==> src/rtl/serial_subtractor.sv <==
// Bit-serial WIDTH-bit subtractor: diff = a - b - bin, LSB first, one full-subtractor cell.
// Optional `SERIAL_SUBTRACTOR_OVF_EN adds a signed-overflow output (ovf).
module serial_subtractor #(
  parameter int unsigned WIDTH = 8
) (
  input  logic             clk,
  input  logic             rst,
  input  logic             start_valid,
  output logic             start_ready,
  input  logic [WIDTH-1:0] a,
  input  logic [WIDTH-1:0] b,
  input  logic             bin,
  output logic             done_valid,
  input  logic             done_ready,
  output logic [WIDTH-1:0] diff,
  output logic             bout
`ifdef SERIAL_SUBTRACTOR_OVF_EN
  ,
  output logic             ovf
`endif
);

  localparam int unsigned CW = $clog2(WIDTH) + 1;
  localparam logic [CW-1:0] LastCnt = CW'(WIDTH - 1);

  typedef enum logic [1:0] {StIdle, StShift, StDone} state_e;

  state_e           state_q, state_d;
  logic [WIDTH-1:0] a_q, b_q, res_q;
  logic             br_q;
  logic [CW-1:0]    cnt_q;
  logic             accept, last, handshake;
  logic             d_bit, br_next;

  always_comb begin
    accept    = start_valid && start_ready;
    last      = (state_q == StShift) && (cnt_q == LastCnt);
    handshake = done_valid && done_ready;
    d_bit     = a_q[0] ^ b_q[0] ^ br_q;
    br_next   = (~a_q[0] & b_q[0]) | (~(a_q[0] ^ b_q[0]) & br_q);
  end

  // State register
  always_ff @(posedge clk or posedge rst) begin
    if (rst) begin
      state_q <= StIdle;
    end else begin
      state_q <= state_d;
    end
  end

  // Next-state logic
  always_comb begin
    state_d = state_q;
    unique case (state_q)
      StIdle:  if (accept)    state_d = StShift;
      StShift: if (last)      state_d = StDone;
      StDone:  if (handshake) state_d = StIdle;
      default: state_d = StIdle;
    endcase
  end

  // Handshake outputs decoded from the registered state
  always_comb begin
    start_ready = (state_q == StIdle);
    done_valid  = (state_q == StDone);
  end

  // Operand shifters, borrow flop, result shifter and bit counter
  always_ff @(posedge clk or posedge rst) begin
    if (rst) begin
      a_q   <= '0;
      b_q   <= '0;
      res_q <= '0;
      br_q  <= 1'b0;
      cnt_q <= '0;
    end else if (accept) begin
      a_q   <= a;
      b_q   <= b;
      res_q <= '0;
      br_q  <= bin;
      cnt_q <= '0;
    end else if (state_q == StShift) begin
      a_q   <= a_q >> 1;
      b_q   <= b_q >> 1;
      res_q <= {d_bit, res_q[WIDTH-1:1]};
      br_q  <= br_next;
      cnt_q <= cnt_q + 1'b1;
    end
  end

  // Results load on the final shift edge (DONE entry) so the last bit is included.
  always_ff @(posedge clk or posedge rst) begin
    if (rst) begin
      diff <= '0;
      bout <= 1'b0;
    end else if (last) begin
      diff <= {d_bit, res_q[WIDTH-1:1]};
      bout <= br_next;
    end
  end

`ifdef SERIAL_SUBTRACTOR_OVF_EN
  logic a_msb_q, b_msb_q;

  always_ff @(posedge clk or posedge rst) begin
    if (rst) begin
      a_msb_q <= 1'b0;
      b_msb_q <= 1'b0;
    end else if (accept) begin
      a_msb_q <= a[WIDTH-1];
      b_msb_q <= b[WIDTH-1];
    end
  end

  // The final d_bit is the result MSB.
  always_ff @(posedge clk or posedge rst) begin
    if (rst) begin
      ovf <= 1'b0;
    end else if (last) begin
      ovf <= (a_msb_q != b_msb_q) && (d_bit != a_msb_q);
    end
  end
`endif

endmodule

==> config.mk <==
export PLATFORM = sky130hd
export DESIGN_NAME = serial_subtractor
export DESIGN_NICKNAME = d
export VERILOG_FILES = /design/src/rtl/serial_subtractor.sv
export SDC_FILE = /design/constraint.sdc
export NUM_CORES = 1
export LEC_CHECK = 0
export CAP_MARGIN = 5
export CORE_MARGIN = 2
export CORE_UTILIZATION = 40
export CTS_BUF_LIST = sky130_fd_sc_hd__clkbuf_8
export DETAILED_ROUTE_END_ITERATION = 8
export PLACE_DENSITY_LB_ADDON = 0.05
export SYNTH_ARGS = -nofsm -noshare
export SYNTH_HDL_FRONTEND = slang
export SYNTH_SLANG_ARGS = --single-unit
==> constraint.sdc <==
create_clock -name clk -period 2.2 [get_ports clk]
set_clock_uncertainty 0.05 [all_clocks]
set_input_delay 0.33 -clock clk [delete_from_list [all_inputs] [get_ports clk]]
set_output_delay 0.33 -clock clk [all_outputs]
set_load 0.01 [all_outputs]
== Yosys cells after proc, flatten, opt, wreduce, memory -nomap -nowiden ==
Index checks and enable logic that the tools add are counted.

* $add $sub $neg: 1
* Eq/ne operators: 6
* Multiplexer cells: 14
* Bitwise operators: 7
* Reductions and logical operators: 6

{| class="wikitable"
|+ Operator list
! cell !! count
|-
| $mux W8 || 6
|-
| $mux W4 || 2
|-
| $mux W2 || 3
|-
| $pmux W2 S3 || 1
|-
| $add A4 B1 Y4 const B || 1
|-
| $eq A4 B3 Y1 const B || 1
|-
| $ne A2 B1 Y1 const B || 2
|-
| $logic_and A1 B1 Y1 || 3
|-
| $reduce_and A3 Y1 || 1
|-
| $and A1 B1 Y1 || 2
|-
| $eq A2 B1 Y1 const B || 1
|-
| $eq A2 B2 Y1 const B || 1
|-
| $logic_not A2 Y1 || 1
|-
| $mux W1 || 2
|-
| $ne A2 B2 Y1 const B || 1
|-
| $not A1 Y1 || 2
|-
| $reduce_bool A2 Y1 || 1
|-
| $xor A1 B1 Y1 || 2
|-
| $or A1 B1 Y1 || 1
|}

* Bits in registers: 40
* Bits of input ports: 21
* Output and inout bits: 11
* Word-level logic and storage cells: 42

== Logic depth before layout (Yosys ltp) ==
Gate-level depths: netlist of the first run.

* Word-level depth: 6
* Mapped depth: 5
* Depth with buffers taken out: 4

== Worst setup path before layout of the first run ==
OpenSTA, ideal clock, no wires.

* Kind: register -> register
* Start point: register state_q[1]
* End point: register diff[0]
* Data arrival time: 1406 ps
* Data required time: 2025 ps
* Slack: 620 ps
* Cell stages (with the launch flop): 5
* Period minus slack after synthesis: 1580 ps
* Cells stage by stage: dfrtp_1 > nand2b_1 > buf_2 > nor3_4 > mux2_2

* Longest elaborated chain between the ends: 2

{| class="wikitable"
|+ Ends and longest elaborated chain
! element !! line !! source
|-
| from (decl) || 28 || <nowiki>state_e state_q, state_d;</nowiki>
|-
| from (signal assigned) || 46 || <nowiki>state_q <= StIdle;</nowiki>
|-
| from (signal assigned) || 48 || <nowiki>state_q <= state_d;</nowiki>
|-
| $eq A2 B1 Y1 || 37 || <nowiki>last = (state_q == StShift) && (cnt_q == LastCnt);</nowiki>
|-
| $logic_and A1 B1 Y1 || 37 ||
|-
| to (signal assigned) || 98 || <nowiki>diff <= {d_bit, res_q[WIDTH-1:1]};</nowiki>
|-
| to (decl) || 15 || <nowiki>output logic [WIDTH-1:0] diff,</nowiki>
|}

No other way between the ends.
A chain may end at the register's enable or synchronous reset.

== Worst setup path after layout of the first run ==
* Start point: register state_q[1]
* End point: output port done_valid

* Longest elaborated chain between the ends: 1

{| class="wikitable"
|+ Ends and longest elaborated chain
! element !! line !! source
|-
| $eq A2 B2 Y1 || 66 || <nowiki>done_valid = (state_q == StDone);</nowiki>
|-
| to (decl) || 13 || <nowiki>output logic done_valid,</nowiki>
|}

No other way between the ends.

==> run_results.csv, run 1 <==
group,metric,value,unit
die,pin_count,32,
timing,post-route-period-util,84.9,%
logic_synthesis,synth-warning-count,0,
hold_path,hp-class,"primary input to async pin",
die,chipWidth,68.1,microns
timing,finalSetupViolations,0,
setup_path,r2r-end,"diff[6]$_DFFE_PP0P_",
layout,drive_above_1_share,12.4,%
timing,maxSlewViolCount,0,
timing,timing.setup.tns,0,ns
place,dpl.hpwl,2150,microns
logic_synthesis,synthDistinctLibCells,20,
clock_tree,clock-sinks,39,
layout,fillers,347,
logic_synthesis,synth_area_leader_cell,"dfrtp_1",
timing,max_freq,535,MHz
logic_synthesis,synth_area_leaders,"dfrtp_1 (59%), nand2_1 (11%), a22oi_1 (5.9%)",
clock_tree,clock_latency,0.29,ns
power,ir_drop,0.568,mV
grt,gr-usage-all-layers,15.7,%
grt,grt-ovfl-total,0,
layout,fin_nets,215,
route,vias,1218,
setup_path,end_kind,"output pin",
die,initial_core_util,41.4,%
clock_tree,cts_hold_buffers,0,
logic_synthesis,syn_inst,157,
place,io_buffers,31,
die,core_area,3970,sq um
grt,grt_max_degree,40,
clock_tree,cts_root_buffer,"clkbuf_8",
layout,area_growth,30.7,%
logic_synthesis,ys_ff_latch,39,
logic_synthesis,synth_ff_type,"dfrtp_1",
logic_synthesis,synth_edf_count,0,
grt,grt_pass1_vias,1159,
route,route.detailed.drc,0,
place,dpl_worst_slack,0.298,ns
timing,layout_min_cycle_time,1.87,ns
setup_path,worstPathArrival,1.49,ns
logic_synthesis,syn_area,1650,sq um
place,gp_congestion,0.694,
setup_path,crit_required,1.82,ns
logic_synthesis,synthArstFlopShare,100,%
timing,hold_viol,0,
route,avgRoutedWirePerCell,12.8,microns
timing,worstMarginPinSlew,0.779,ns
clock_tree,htreeDepth,2,
route,viasPerCell,5.01,
layout,antennaDiodeCount,0,
clock_tree,cts_resized,0,
setup_path,crit_type,"flip-flop to output pin",
setup_path,r2r-start,"state_q[1]$_DFFE_PP0P_",
setup_path,critPathMaxFanout,6,
clock_tree,postCtsSetupBuffers,0,
clock_tree,cts_max_path_buffers,2,
logic_synthesis,syn_nets,180,
power,power,2.89,mW
timing,worst_slack,0.332,ns
logic_synthesis,ys_seq_area_share,59.3,%
route,postRouteAntennaNets,0,
die,die_area,4640,sq um
grt,antenna_found_initial,0,
setup_path,start_kind,"flip-flop",
logic_synthesis,synthTopCellsByCount,"nand2_1 (49), dfrtp_1 (39), a22oi_1 (13), o21ai_0 (13)",
route,wl,3120,microns
power,leakage,1.00,nW
status,outcome,"finished clean",
timing,slew_headroom,48.0,%
route,drtPass1Iterations,4,
route,drt_iter0_markers,70,
die,rows,23,
timing,rsz0062_at_grt,"no",
logic_synthesis,netlist.area_leader.share,59.3,%
grt,grt_pass1_wl,5270,microns
logic_synthesis,synth_area_per_cell,10.5,sq um
logic_synthesis,yosys.cell_count.top_type,"nand2_1",
setup_path,r2r_setup_slack,0.51,ns
clock_tree,tritoncts,"yes",
clock_tree,cts-buffers-inserted,5,
setup_path,ff2ff_path_depth,3,
die,die_y,68.1,microns
power,p_per_area,1350,nW/um^2
clock_tree,clk_pin_slew_worst_paths,0.07,ns
job,maxCapViolations,0,
-- worst max-delay path by stage --
| stage | slack (ns) | to | depth (start not counted) | from |
|---|---|---|---|---|
| floorplan | 0.62 | diff[0]$_DFFE_PP0P_ | 4 | state_q[1]$_DFFE_PP0P_ |
| global placement | 0.38 | a_q[0]$_DFFE_PP0P_ | 5 | start_valid |
| detailed placement | 0.30 | b_q[3]$_DFFE_PP0P_ | 5 | start_valid |
| CTS | 0.32 | done_valid | 2 | state_q[1]$_DFFE_PP0P_ |
| global route | 0.27 | done_valid | 2 | state_q[1]$_DFFE_PP0P_ |
| finish | 0.33 | done_valid | 2 | state_q[1]$_DFFE_PP0P_ |
-- routing by layer --
layer / global-route usage [%] / vias to the layer above / part of all wire, %
li1: - / 593 / -
met1: 20.7 / 581 / 46
met2: 24.4 / 38 / 46
met3: 4.11 / 6 / 5.7
met4: 7.00 / 0 / 1.7
met5: 0 / - / 0
-- flip-flops by register name, summed over array words and instances (netlist names) --
register and flops:
a_q 8, b_q 8, diff 8, res_q 7, cnt_q 4, state_q 2
bout 1, br_q 1
-- layout make-up --
class	instances	area, sq um	area share, %
clock buffers	6	82.6	3.84
clock inverters	2	35.0	1.63
inverters	5	18.8	0.873
multi-input cells	104	621	28.9
flip-flops and latches	39	976	45.4
well taps	50	62.6	2.91
repair buffers	37	355	16.5
-- report_power, final --
part	internal, mW	switching, mW	total (mW)
Clock	0.367	0.241	0.608
Combinational	0.539	0.517	1.06
Sequential	1.04	0.194	1.23
Total	1.94	0.952	2.89
-- worst max-delay path, cell delays in order (launching register included) --
cell             delay, ns
dfrtp_1               0.45
nor2b_1               0.20
clkdlybuf4s50_1       0.56
-- kinds of logic after synthesis --
group,Yosys count,synth area share (%)
AND/OR/NAND/NOR,60,15.8
flip-flops,39,59.3
AO/OA/AOI/OAI,31,12.3
buffers and inverters,14,3.27
multiplexers,11,7.30
adder cells (fa/ha/maj),2,1.98
-- stage by stage --
step / hold slack (ns) / utilization, % / cells / area [sq um]
after floorplan: 0.396 / - / 157 / 1650
after global placement: 0.412 / 51.2 / 235 / 2030
after detailed placement: 0.415 / 51.2 / 235 / 2030
after CTS: 0.415 / 54.2 / 243 / 2150
after global routing: 0.452 / 54.2 / 243 / 2150
final: 0.404 / 54.2 / 243 / 2150
-- placed cells by master (no fill, tap or decap), types with 2 or more instances in the layout --
cell type,n
nor2_1,2
a21o_1,2
dfrtp_1,39
buf_4,6
mux2i_1,3
inv_1,5
nor2b_1,2
o21ai_0,13
nand2_1,49
o21bai_1,2
clkdlybuf4s50_1,31
mux2_2,8
nand2b_1,3
clkbuf_8,6
a22oi_1,13
Note: power is estimated with default switching activity, not from simulation.
==> inputs of run 2 (changes only) <==
Clock period 2.2 ns to 1.57 ns, I/O delays scaled along.
==> run_results.csv, run 2 (synthesized netlist as in run 1, its figures left out) <==
group,metric,value,unit
status,outcome,"finished clean",
clock_tree,postCtsSetupBuffers,0,
layout,final_common_cell,"nand2_1",
place,gp_congestion,0.705,
setup_path,r2r-end,"diff[5]$_DFFE_PP0P_",
layout,drive_above_1_share,14.3,%
power,intPower,2.66,mW
power,switching_share,33.7,%
grt,grt_pass1_vias,1159,
setup_path,worstPathArrival,1.65,ns
grt,grt-ovfl-total,0,
timing,maxSlewViolCount,0,
power,p_sw,1.36,mW
setup_path,critPathMaxFanout,10,
layout,instances_no_fill,246,
setup_path,path_buf_inv,1,
die,pin_count,32,
die,initial_core_util,41.4,%
clock_tree,clock_latency,0.29,ns
place,dpl.hpwl,2230,microns
place,placedCellCount,238,
power,leakage,1.03,nW
setup_path,end_kind,"flip-flop",
setup_path,crit_family,"flip-flops",
clock_tree,htreeDepth,2,
clock_tree,clock-sinks,39,
timing,max_freq,657,MHz
power,pwr-share-seq,42.7,%
route,drt_iter0_markers,103,
die,die_area,4640,sq um
timing,post-route-period-util,97.0,%
setup_path,cp_slowest_cell,"dfrtp_2",
setup_path,path_cells,"nand2b_1, nor3_4, buf_12, mux2_2",
grt,grt_max_degree,40,
route,drtPass1Iterations,4,
setup_path,ff2ff_path_depth,4,
timing,finalSetupViolations,0,
grt,antenna_found_initial,0,
setup_path,r2r-start,"state_q[1]$_DFFE_PP0P_",
layout,final_cell_mix,"nand2_1 (49), dfrtp_1 (38), clkdlybuf4s50_1 (29)",
timing,layout_min_cycle_time,1.52,ns
route,vias,1244,
power,power,4.02,mW
power,p_comb_share,39.3,%
layout,top_regs,"a_q: 8 flops, b_q: 8 flops, diff: 8 flops",
layout,area_growth,33.4,%
setup_path,r2r_setup_slack,0.05,ns
power,p_per_area,1830,nW/um^2
power,ir_drop,0.691,mV
grt,gr-usage-all-layers,15.8,%
die,rows,23,
grt,grt_pass1_wl,5260,microns
clock_tree,tritoncts,"yes",
layout,fin_nets,218,
setup_path,cp-endpoint,"diff[5]$_DFFE_PP0P_",
setup_path,cp_slowest_stage_delay,0.44,ns
timing,hold_viol,0,
clock_tree,clk_pin_slew_worst_paths,0.07,ns
route,route.detailed.drc,0,
clock_tree,cts_root_buffer,"clkbuf_8",
setup_path,crit_required,1.70,ns
grt,grt_use_met3,4.11,%
setup_path,start_kind,"flip-flop",
die,die_y,68.1,microns
setup_path,startpoint,"state_q[1]$_DFFE_PP0P_",
timing,rsz0062_at_grt,"no",
route,viasPerCell,5.06,
grt,grt_use_met2,25.2,%
timing,hold_slack,0.238,ns
route,postRouteAntennaNets,0,
hold_path,hp-class,"primary input to async pin",
die,core_area,3970,sq um
timing,timing.setup.tns,0,ns
clock_tree,cts-buffers-inserted,5,
grt,met1_usage,19.6,%
route,wl,3160,microns
timing,slew_headroom,76.5,%
grt,grt-busiest-layer,"met2",
setup_path,cp_num_cells,4,
clock_tree,cts_max_path_buffers,2,
layout,antennaDiodeCount,0,
power,clkPwrFrac,18.0,%
route,avgRoutedWirePerCell,12.8,microns
job,maxCapViolations,0,
timing,worstMarginPinSlew,0.351,ns
die,chipWidth,68.1,microns
place,io_buffers,31,
setup_path,crit_type,"flip-flop to flip-flop",
## run 2: cell count changes in the layout (fill, tap and decap cells not counted)
cell             before  now
buf_12                0    3
bufinv_16             1    0
clkbuf_8              6    7
clkdlybuf4s50_1      31   29
clkinv_2              1    0
dfrtp_1              39   38
dfrtp_2               0    1
dlygate4sd2_1         0    2
ha_1                  1    0
ha_2                  0    1
inv_1                 5    6
## run 2: repair_timing
item | in CTS | in global routing
endpoints found under the hold margin | 0 | 0
gates resized for setup | 3 | 1
setup endpoints to repair | 2 | 8
pin swaps | 0 | 1
hold buffers | 0 | 0
## run 2: layout make-up
class                   instances  area, sq um
fillers                       337         1780
repair buffers                 40          413
inverters                       5         18.8
multi-input cells             104          623
well taps                      50         62.6
clock buffers                   7         96.3
clock inverters                 1         3.75
flip-flops and latches         39          977
## run 2: worst min path at each step
stage / from / to / slack [ns]
3_3_place_gp: b_q[3]$_DFFE_PP0P_ / b_q[3]$_DFFE_PP0P_ / 0.41
6_report: rst / b_q[6]$_DFFE_PP0P_ / 0.24
4_1_cts: rst / b_q[0]$_DFFE_PP0P_ / 0.25
5_1_grt: rst / b_q[6]$_DFFE_PP0P_ / 0.30
3_5_place_dp: b_q[6]$_DFFE_PP0P_ / b_q[6]$_DFFE_PP0P_ / 0.41
2_1_floorplan: a[7] / a_q[7]$_DFFE_PP0P_ / 0.30
## run 2: layer usage
metal	wire [microns]	part of all wire [%]
met5	0	0
met1	1420	45
met4	69	2.2
met2	1510	48
met3	163	5.2
## run 2: power by group through the flow
stage	logic [mW]	registers [mW]	clock network, mW
2_1_floorplan	0.889	1.74	0
3_3_place_gp	1.55	1.72	0
3_5_place_dp	1.61	1.74	0
4_1_cts	1.60	1.72	0.746
5_1_grt	1.79	1.78	0.776
6_report	1.58	1.71	0.725
## run 2: tightest hold or removal path: stages
cell and delay, ns:
clkdlybuf4s50_1 0.39, inv_1 0.09, buf_12 0.22
## run 2: per-stage QoR
step,setup WS (ns),utilization [%],area [sq um]
2_1_floorplan,0.0379,-,1650
3_3_place_gp,0.0733,52.7,2090
3_5_place_dp,0.0406,52.7,2090
4_1_cts,0.0332,55.2,2190
5_1_grt,0.000436,55.3,2190
6_report,0.0475,55.3,2190
==> inputs of run 3 (changes only) <==
Settings changed: CORE_MARGIN 2 to unset, TNS_END_PERCENT set to 10.
==> run_results.csv, run 3 (synthesized netlist as in run 1, its figures left out) <==
group,metric,value,unit
job,maxCapViolations,0,
place,placed_area,2080,sq um
route,viasPerCell,4.96,
clock_tree,clock-sinks,39,
grt,grt-ovfl-total,0,
setup_path,end_kind,"flip-flop",
setup_path,r2r-end,"diff[6]$_DFFE_PP0P_",
clock_tree,clock_latency,0.28,ns
setup_path,ff2ff_path_depth,5,
clock_tree,cts-buffers-inserted,5,
layout,final_common_cell,"nand2_1",
timing,layout_min_cycle_time,1.54,ns
grt,grt_pass1_wl,5530,microns
timing,max_freq,650,MHz
clock_tree,cts_hold_buffers,0,
timing,rsz0062_at_grt,"yes",
die,die_area,4370,sq um
setup_path,start_kind,"flip-flop",
clock_tree,clk_pin_slew_worst_paths,0.07,ns
place,placedCellCount,236,
setup_path,r2r-start,"state_q[1]$_DFFE_PP0P_",
setup_path,crit_family,"flip-flops",
clock_tree,tritoncts,"yes",
setup_path,cp_slowest_stage_delay,0.42,ns
layout,instances_no_fill,250,
die,pin_count,32,
power,leakage,1.08,nW
grt,grt_pass1_vias,1220,
setup_path,cp_common_cell,"buf_6",
timing,timing.setup.tns,0,ns
setup_path,worstPathArrival,1.65,ns
die,initial_core_util,43.3,%
timing,hold_viol,0,
layout,area_growth,36.3,%
route,vias,1241,
die,die_y,66.1,microns
layout,final_cell_mix,"nand2_1 (49), dfrtp_1 (38), clkdlybuf4s50_1 (29)",
setup_path,cp_slowest_cell,"dfrtp_1",
route,route.detailed.drc,0,
layout,top_regs,"a_q: 8 flops, b_q: 8 flops, diff: 8 flops",
layout,stdcell_area,2240,sq um
layout,post-route-util,59.1,%
grt,antenna_found_initial,0,
setup_path,critPathMaxFanout,5,
die,chipWidth,66.1,microns
grt,gr-usage-all-layers,17.2,%
layout,drive_above_1_share,16.8,%
route,drt_iter0_markers,79,
setup_path,crit_required,1.68,ns
place,dpl.hpwl,2080,microns
timing,slew_headroom,76.2,%
layout,antennaDiodeCount,0,
power,ir_drop,0.652,mV
layout,fin_nets,224,
die,core_area,3800,sq um
clock_tree,cts_max_path_buffers,2,
timing,hold_slack,0.240,ns
grt,grt_max_degree,40,
route,avgRoutedWirePerCell,13.1,microns
power,p_per_area,1790,nW/um^2
setup_path,path_cells,"buf_6, nand2b_4, nor3_4, buf_6, mux2_4",
timing,worstMarginPinSlew,0.357,ns
clock_tree,cts_root_buffer,"clkbuf_8",
timing,post-route-period-util,98.0,%
place,io_buffers,31,
setup_path,cp_num_cells,5,
route,wl,3270,microns
timing,finalSetupViolations,0,
setup_path,path_buf_inv,2,
timing,maxSlewViolCount,0,
die,rows,22,
route,postRouteAntennaNets,0,
route,drtPass1Iterations,4,
setup_path,r2r_setup_slack,0.03,ns
hold_path,hp-class,"primary input to async pin",
clock_tree,htreeDepth,2,
setup_path,crit_type,"flip-flop to flip-flop",
place,gp_congestion,0.677,
status,outcome,"finished clean",
run 3: area by class of cell:
cell class / instances / area [sq um]
well taps: 48 / 60.1
multi-input cells: 104 / 649
clock inverters: 3 / 12.5
clock buffers: 5 / 68.8
fillers: 346 / 1560
repair buffers: 46 / 457
flip-flops and latches: 39 / 977
inverters: 5 / 18.8
run 3: worst max path at each step:
| stage | from | to | slack, ns |
|---|---|---|---|
| 4_1_cts | cnt_q[1]$_DFFE_PP0P_ | diff[6]$_DFFE_PP0P_ | 0.02 |
| 5_1_grt | state_q[1]$_DFFE_PP0P_ | diff[6]$_DFFE_PP0P_ | -0.02 |
| 3_3_place_gp | start_valid | cnt_q[3]$_DFFE_PP0P_ | 0.07 |
| 3_5_place_dp | cnt_q[1]$_DFFE_PP0P_ | diff[4]$_DFFE_PP0P_ | 0.02 |
| 6_report | state_q[1]$_DFFE_PP0P_ | diff[6]$_DFFE_PP0P_ | 0.03 |
| 2_1_floorplan | cnt_q[0]$_DFFE_PP0P_ | diff[0]$_DFFE_PP0P_ | 0.04 |
run 3: per-stage QoR:
| stage | total power, mW | setup slack (ns) |
|---|---|---|
| 2_1_floorplan | 2.63 | 0.0379 |
| 3_3_place_gp | 3.27 | 0.0678 |
| 6_report | 4.01 | 0.0315 |
| 5_1_grt | 4.32 | -0.0240 |
| 3_5_place_dp | 3.31 | 0.0231 |
| 4_1_cts | 3.98 | 0.0155 |
run 3: routing by layer:
metal / up-vias / routed length, microns / part of all wire, % / GRT usage, %
met4: 0 / 40 / 1.2 / 7.18
met2: 21 / 1520 / 46 / 28.3
met3: 5 / 93 / 2.8 / 4.14
met5: - / 0 / 0 / 0
li1: 614 / - / - / -
met1: 601 / 1620 / 49 / 21.4
run 3: report_power, final:
part	total (mW)	leakage, nW	switching, mW	internal [mW]
logic	1.65	0.533	0.764	0.888
registers	1.73	0.491	0.281	1.45
clock network	0.627	0.0505	0.329	0.299
run 3: worst register-to-register path, stage by stage, from the launching register on:
cell	delay (ns)
dfrtp_1	0.42
buf_6	0.13
nand2b_4	0.14
nor3_4	0.21
buf_6	0.17
mux2_4	0.30
run 3: timing repair:
item	CTS	global route
endpoints found under the setup margin	10	8
endpoints found under the hold margin	0	0
resized for setup	6	9
pin swaps	0	1
cloned	0	1
setup buffers	2	3
